`src/rtl/vlb_mshr_pkg.sv`:
```
// vlb_mshr_pkg: shared types for the VLB miss-status holding registers.
//   vpn_t       - virtual page number carried by a miss
//   mpn_t       - machine page number returned by the page-table walker
//   vlb_t       - entry index (wide enough for up to 8 entries)
//   ent_state_e - per-entry lifecycle: FREE -> PEND -> WALK -> FREE,
//                 with WALK -> DEAD when an in-flight walk is killed
//   oh2idx      - one-hot (up to 8 bits) to binary entry index
package vlb_mshr_pkg;

  localparam int VPN_W = 20;
  localparam int MPN_W = 16;
  localparam int VLB_W = 3;

  typedef logic [VPN_W-1:0] vpn_t;
  typedef logic [MPN_W-1:0] mpn_t;
  typedef logic [VLB_W-1:0] vlb_t;

  typedef enum logic [1:0] {
    ENT_FREE = 2'd0,
    ENT_PEND = 2'd1,
    ENT_WALK = 2'd2,
    ENT_DEAD = 2'd3
  } ent_state_e;

  function automatic vlb_t oh2idx(input logic [7:0] oh);
    vlb_t idx;
    idx = '0;
    for (int i = 0; i < 8; i++) begin
      if (oh[i]) idx = vlb_t'(i);
    end
    return idx;
  endfunction

endpackage

```
`src/rtl/vlb_mshr_prio.sv`:
```
// vlb_mshr_prio: lowest-index-first one-hot priority encoder.
//   req - request vector
//   gnt - one-hot grant of the lowest set bit of req (zero when req is zero)
//   any - at least one request bit set
module vlb_mshr_prio #(
  parameter int N = 4
) (
  input  logic [N-1:0] req,
  output logic [N-1:0] gnt,
  output logic         any
);

  // Two's-complement trick isolates the lowest set bit.
  assign gnt = req & (~req + {{(N-1){1'b0}}, 1'b1});
  assign any = |req;

endmodule

```
`src/rtl/vlb_mshr.sv`:
```
// vlb_mshr: miss-status holding registers between the VLB ports and the
// page-table walker. Misses are merged by vpn, walks are issued in entry
// order and completed walks are broadcast as single-cycle fills.
//
// Handshakes (req_i, ptw_req_o): a transfer happens on a rising edge where
// valid and ready are both 1. A source holding valid keeps its payload
// stable until the transfer. ptw_req_o is the exception allowed by kill_i:
// a kill withdraws valid without a transfer. ptw_resp_i and fill_o are
// valid-only (no backpressure).
//
// Ports:
//   clock, reset               - rising-edge clock, async active-high reset
//   req_i_*                    - miss request in (valid/ready, vpn)
//   ptw_req_o_*                - walk request out (valid/ready, idx, vpn)
//   ptw_resp_i_*               - walker response in (idx, vld, err, mpn, attr)
//   fill_o_*                   - fill broadcast out (vpn, vld, err, mpn, attr)
//   kill_i                     - bit0 drop PEND entries, bit1 also kill walks
//   busy_o                     - registered: some entry not FREE
//   dbg_state                  - entry i state at [2*i +: 2] (ent_state_e)
module vlb_mshr
  import vlb_mshr_pkg::*;
#(
  parameter int NUM_ENT = 4
) (
  input  logic                 clock,
  input  logic                 reset,
  input  logic                 req_i_valid,
  output logic                 req_i_ready,
  input  vpn_t                 req_i_bits_vpn,
  output logic                 ptw_req_o_valid,
  input  logic                 ptw_req_o_ready,
  output vlb_t                 ptw_req_o_bits_idx,
  output vpn_t                 ptw_req_o_bits_vpn,
  input  logic                 ptw_resp_i_valid,
  input  vlb_t                 ptw_resp_i_bits_idx,
  input  logic                 ptw_resp_i_bits_vld,
  input  logic                 ptw_resp_i_bits_err,
  input  mpn_t                 ptw_resp_i_bits_mpn,
  input  logic [3:0]           ptw_resp_i_bits_attr,
  output logic                 fill_o_valid,
  output vpn_t                 fill_o_bits_vpn,
  output logic                 fill_o_bits_vld,
  output logic                 fill_o_bits_err,
  output mpn_t                 fill_o_bits_mpn,
  output logic [3:0]           fill_o_bits_attr,
  input  logic [1:0]           kill_i,
  output logic                 busy_o,
  output logic [2*NUM_ENT-1:0] dbg_state
);

  ent_state_e st_q [NUM_ENT];
  ent_state_e st_d [NUM_ENT];
  vpn_t       vpn_q[NUM_ENT];
  vpn_t       vpn_d[NUM_ENT];

  logic [NUM_ENT-1:0] free_vec, hit_vec, resp_hit, alloc_oh, pend_nxt, pend_oh;
  logic free_any, pend_any, accept, merge, issue, fill_d, busy_d;
  vpn_t fill_vpn_d, pend_vpn;
  vlb_t pend_idx;

  // Current-state decode.
  always_comb begin
    free_vec   = '0;
    hit_vec    = '0;
    resp_hit   = '0;
    fill_d     = 1'b0;
    fill_vpn_d = '0;
    for (int i = 0; i < NUM_ENT; i++) begin
      free_vec[i] = (st_q[i] == ENT_FREE);
      hit_vec[i]  = (st_q[i] == ENT_PEND || st_q[i] == ENT_WALK) &&
                    (vpn_q[i] == req_i_bits_vpn);
      resp_hit[i] = ptw_resp_i_valid && (ptw_resp_i_bits_idx == vlb_t'(i));
      if (resp_hit[i] && st_q[i] == ENT_WALK) begin
        fill_d     = 1'b1;
        fill_vpn_d = vpn_q[i];
      end
    end
  end

  vlb_mshr_prio #(.N(NUM_ENT)) u_alloc_prio (
    .req (free_vec),
    .gnt (alloc_oh),
    .any (free_any)
  );

  assign req_i_ready = free_any && (kill_i == 2'b00) && !reset;
  assign accept      = req_i_valid && req_i_ready;
  // An entry being completed this cycle is still WALK, so it is covered
  // by the merge match and its fill serves the new request too.
  assign merge       = |hit_vec;
  assign issue       = ptw_req_o_valid && ptw_req_o_ready && (kill_i == 2'b00);

  // Per-entry next state.
  always_comb begin
    pend_nxt = '0;
    for (int i = 0; i < NUM_ENT; i++) begin
      st_d[i]  = st_q[i];
      vpn_d[i] = vpn_q[i];
      unique case (st_q[i])
        ENT_FREE: begin
          if (accept && !merge && alloc_oh[i]) begin
            st_d[i]  = ENT_PEND;
            vpn_d[i] = req_i_bits_vpn;
          end
        end
        ENT_PEND: begin
          if (kill_i != 2'b00) st_d[i] = ENT_FREE;
          else if (issue && ptw_req_o_bits_idx == vlb_t'(i)) st_d[i] = ENT_WALK;
        end
        ENT_WALK: begin
          // A response in the same cycle as a walk kill still completes.
          if (resp_hit[i]) st_d[i] = ENT_FREE;
          else if (kill_i[1]) st_d[i] = ENT_DEAD;
        end
        ENT_DEAD: begin
          if (resp_hit[i]) st_d[i] = ENT_FREE;
        end
      endcase
      pend_nxt[i] = (st_d[i] == ENT_PEND);
    end
  end

  vlb_mshr_prio #(.N(NUM_ENT)) u_pend_prio (
    .req (pend_nxt),
    .gnt (pend_oh),
    .any (pend_any)
  );

  always_comb begin
    pend_vpn  = '0;
    busy_d    = 1'b0;
    dbg_state = '0;
    for (int i = 0; i < NUM_ENT; i++) begin
      if (pend_oh[i]) pend_vpn = vpn_d[i];
      if (st_d[i] != ENT_FREE) busy_d = 1'b1;
      dbg_state[2*i +: 2] = st_q[i];
    end
    pend_idx = oh2idx(8'(pend_oh));
  end

  always_ff @(posedge clock or posedge reset) begin
    if (reset) begin
      for (int i = 0; i < NUM_ENT; i++) begin
        st_q[i]  <= ENT_FREE;
        vpn_q[i] <= '0;
      end
      ptw_req_o_valid    <= 1'b0;
      ptw_req_o_bits_idx <= '0;
      ptw_req_o_bits_vpn <= '0;
      fill_o_valid       <= 1'b0;
      fill_o_bits_vpn    <= '0;
      fill_o_bits_vld    <= 1'b0;
      fill_o_bits_err    <= 1'b0;
      fill_o_bits_mpn    <= '0;
      fill_o_bits_attr   <= '0;
      busy_o             <= 1'b0;
    end else begin
      for (int i = 0; i < NUM_ENT; i++) begin
        st_q[i]  <= st_d[i];
        vpn_q[i] <= vpn_d[i];
      end
      // Hold the presented walk while stalled; a kill withdraws it.
      if (kill_i != 2'b00) begin
        ptw_req_o_valid <= 1'b0;
      end else if (!(ptw_req_o_valid && !ptw_req_o_ready)) begin
        ptw_req_o_valid    <= pend_any;
        ptw_req_o_bits_idx <= pend_idx;
        ptw_req_o_bits_vpn <= pend_vpn;
      end
      fill_o_valid <= fill_d;
      if (fill_d) begin
        fill_o_bits_vpn  <= fill_vpn_d;
        fill_o_bits_vld  <= ptw_resp_i_bits_vld;
        fill_o_bits_err  <= ptw_resp_i_bits_err;
        fill_o_bits_mpn  <= ptw_resp_i_bits_mpn;
        fill_o_bits_attr <= ptw_resp_i_bits_attr;
      end
      busy_o <= busy_d;
    end
  end

endmodule

```
`config.mk`:
```
export PLATFORM = sky130hd
export DESIGN_NAME = vlb_mshr
export DESIGN_NICKNAME = d
export VERILOG_FILES = /design/src/rtl/vlb_mshr_pkg.sv /design/src/rtl/vlb_mshr_prio.sv /design/src/rtl/vlb_mshr.sv
export SDC_FILE = /design/constraint.sdc
export NUM_CORES = 1
export LEC_CHECK = 0
export BUFFER_PORTS_ARGS = -buffer_cell sky130_fd_sc_hd__buf_2
export CAP_MARGIN = 40
export CORE_ASPECT_RATIO = 0.7
export CORE_UTILIZATION = 52
export DETAILED_ROUTE_END_ITERATION = 16
export PLACE_DENSITY_LB_ADDON = 0.08
export SLEW_MARGIN = 20
export SYNTH_ARGS = -nofsm -noshare
export SYNTH_HDL_FRONTEND = slang
export SYNTH_SLANG_ARGS = --single-unit
```
`constraint.sdc`:
```
create_clock -name clock -period 5.2 [get_ports clock]
set_clock_uncertainty 0.15 [all_clocks]
set_input_delay 0.78 -clock clock [delete_from_list [all_inputs] [get_ports clock]]
set_output_delay 0.78 -clock clock [all_outputs]
set_load 0.02 [all_outputs]
```
==> run metrics <==
status=finished clean; fin nets=1,032; Starting DRT DRC Count=842; DRT Wirelength=27.4 mm; Post-Synth Simple-Gate Area=14.6%; cells after synthesis=861; Placed Instances=1,167; met2 Resource Use GR=46.9%; fin area=0.0103 sq mm; PostCTS Resize Cnt=0; Clk Latency, worst-skew pair=0.43 ns; Area contributors post-synth=dfrtp_1 (44%), mux2_2 (10%), nand2_1 (6.5%), xor2_1 (4.6%), xnor2_1 (3.4%); GRT Util Overall=32.5%; Mean Syn Cell Area=10.2 sq um; Clock Path Buffers=2; largest net degree at the start of global routing=68; crit start category=register; # Post-CTS Setup Buffers=0; Synth Area in XOR/XNOR=7.96%; most common flop cell mapped by yosys=dfrtp_1; total negative slack=0 ns; post-synth top area share=44.0%; most frequent cells in the layout=dfrtp_1 (155), nand2_1 (152), buf_2 (127), mux2_2 (79), xor2_1 (46); CP Capture Type=register; worst reg2reg setup slack=1.29 ns; Num Clock Sinks=155; CP arrival=4.08 ns; WP data required=5.36 ns; vias in the first global route=7,298; DR pass1 iterations=6; Die X=158 microns; Via Count=7,462; Pwr per Cell Area=411 mW/mm^2; busiest grt layer=met1; fin crit share=75.2%; ANT cells=0; syn nets=930; adder-cell share of the synthesized area=2.42%; Yosys Warn Count=0; post-synth top area cell=dfrtp_1; RePlAce Congestion=0.956; core footprint=0.0164 sq mm; total of max-cap violations=0; Tmin final=3.91 ns; Final setup viols=0; most common cell after layout, fill and taps aside=dfrtp_1; grt total ovfl=0; CP Max Fanout=25; post-synthesis mux area share=10.3%; final number of hold-violating endpoints=0; CTS tree=built; fin util=62.5%; wire per inst=22.8 microns; P_leak=5.10 nW; maximum VDD drop=0.000266 V; Post-DP Area=0.00966 sq mm; met3 Use GR=8.64%; Post-synth EDFFs=0; Seq/Total Area, Yosys=44.0%; FP Rows=39; Finished Layout Cells=1,201; Compound-Gate Fraction of Synth Area=16.0%; Die Footprint=0.0175 sq mm; met1 Usage GRT=47.6%; Fmax achieved=256 MHz; async set-reset flop share out of synthesis=100%; I/O Buffers=127; drt via density=6.21; kind of critical path=reg2reg; Hold Buf Count CTS=0; slew margin rel.=42.8%; RSZ-0062 raised after global routing=false; largest family of logic cells by synthesized area=compound AO/OA/AOI/OAI gates; H-Tree Depth=4; Yosys cell types=65; cell area after synthesis=0.00881 sq mm; Final HPWL DP=18.6 mm; Clock Tree Root=clkbuf_16; Worst-path clk slew=0.07 ns; Initial Utilization=53.6%; initial antenna violation count=0; Die Ht=111 microns; Slew @ Worst Pin=0.858 ns; share of cells above drive strength 1=30.6%; Slew Limit Fails=0; global-route wire length before repair=42.5 mm; DRC Markers=0; Area growth, synth to finish=16.7%; I/O pins=129; CTS buffer count=17; Final ANT Viol Nets=0; Hold Path Class=in2async; synthesized flop and latch total=155
==> final cells by class <==
class / instances / area (sq um)
Fill cell: 1357 / 6170
Multi-Input combinational cell: 621 / 4570
Sequential cell: 155 / 3880
Timing Repair Buffer: 156 / 923
Clock buffer: 18 / 439
Tap cell: 225 / 282
Clock inverter: 14 / 134
Inverter: 12 / 50.0
==> stage by stage <==
step,worst slack [ns],hold slack (ns),power (W)
6_report,1.29,0.181,0.00422
5_1_grt,1.14,0.201,0.00440
4_1_cts,1.35,0.179,0.00420
3_5_place_dp,1.20,0.300,0.00297
3_3_place_gp,1.23,0.294,0.00293
2_1_floorplan,0.0918,0.351,0.00252
==> sequential cells by signal, summed over array words and instances (netlist names) <==
signal / cells
busy_o: 1
dbg_state: 8
fill_o_bits_attr: 4
fill_o_bits_err: 1
fill_o_bits_mpn: 16
fill_o_bits_vld: 1
fill_o_bits_vpn: 20
fill_o_valid: 1
ptw_req_o_bits_idx: 2
ptw_req_o_bits_vpn: 20
ptw_req_o_valid: 1
vpn_q: 80
==> layer usage <==
metal	vias to the layer above	share of wire, %	routed length (microns)
li1	3299	-	-
met1	3702	44	12000
met2	414	44	12100
met3	47	10	2800
met4	0	1.9	519
met5	-	0	0
==> Yosys cell counts (6+ instances only) <==
cell      count
a222oi_1     20
nand2_1     152
mux2_2       79
inv_1        11
nand3_1       8
a221oi_2     16
xor2_1       46
buf_4        12
xnor2_1      34
buf_2        28
a21oi_1      23
nor4_1       12
nor3_1        6
dfrtp_1     155
nand4_1      12
o21ai_1      21
o21ai_0      26
a211o_1      21
and2_1       25
a41oi_1      20
clkbuf_1     31
ha_1         17
nor2_1       26
==> critical path, stage by stage (launching register included) <==
cell	delay [ns]
dfrtp_1	0.44
inv_1	0.11
ha_1	0.37
nor4_1	0.16
nor4_4	0.17
nand2_1	0.16
a41oi_4	0.32
nand4_4	0.62
a31o_1	0.46
or4_1	0.51
or3_1	0.31
==> cells by family (layout without fill, tap and decap cells) <==
family / after synthesis / count (layout)
compound gates: 176 / 176
xor+xnor: 80 / 80
fa+ha+maj: 17 / 17
buf+inv: 85 / 200
flops: 155 / 155
mux: 81 / 81
other cells: 1 / 1
simple gates: 266 / 266
==> where the power goes <==
group,switching [W],internal [W],total (W)
clock,0.000547,0.000681,0.00123
sequential,0.000223,0.00143,0.00165
combinational,0.000786,0.000554,0.00134
==> path summary, 6_finish.rpt <==
kind                                      start         endpoint  depth (start not counted)
worst max-delay path               dbg_state[2]           busy_o                         10
worst min-delay path                      reset     dbg_state[6]                          2
worst max register to register     dbg_state[2]           busy_o                         10
worst min register to register  fill_o_bits_err  fill_o_bits_err                          2
max in group asynchronous                 reset        vpn_q[67]                          4
min in group clock              fill_o_bits_err  fill_o_bits_err                          2
No activity file was read; power rests on OpenSTA's default activity.
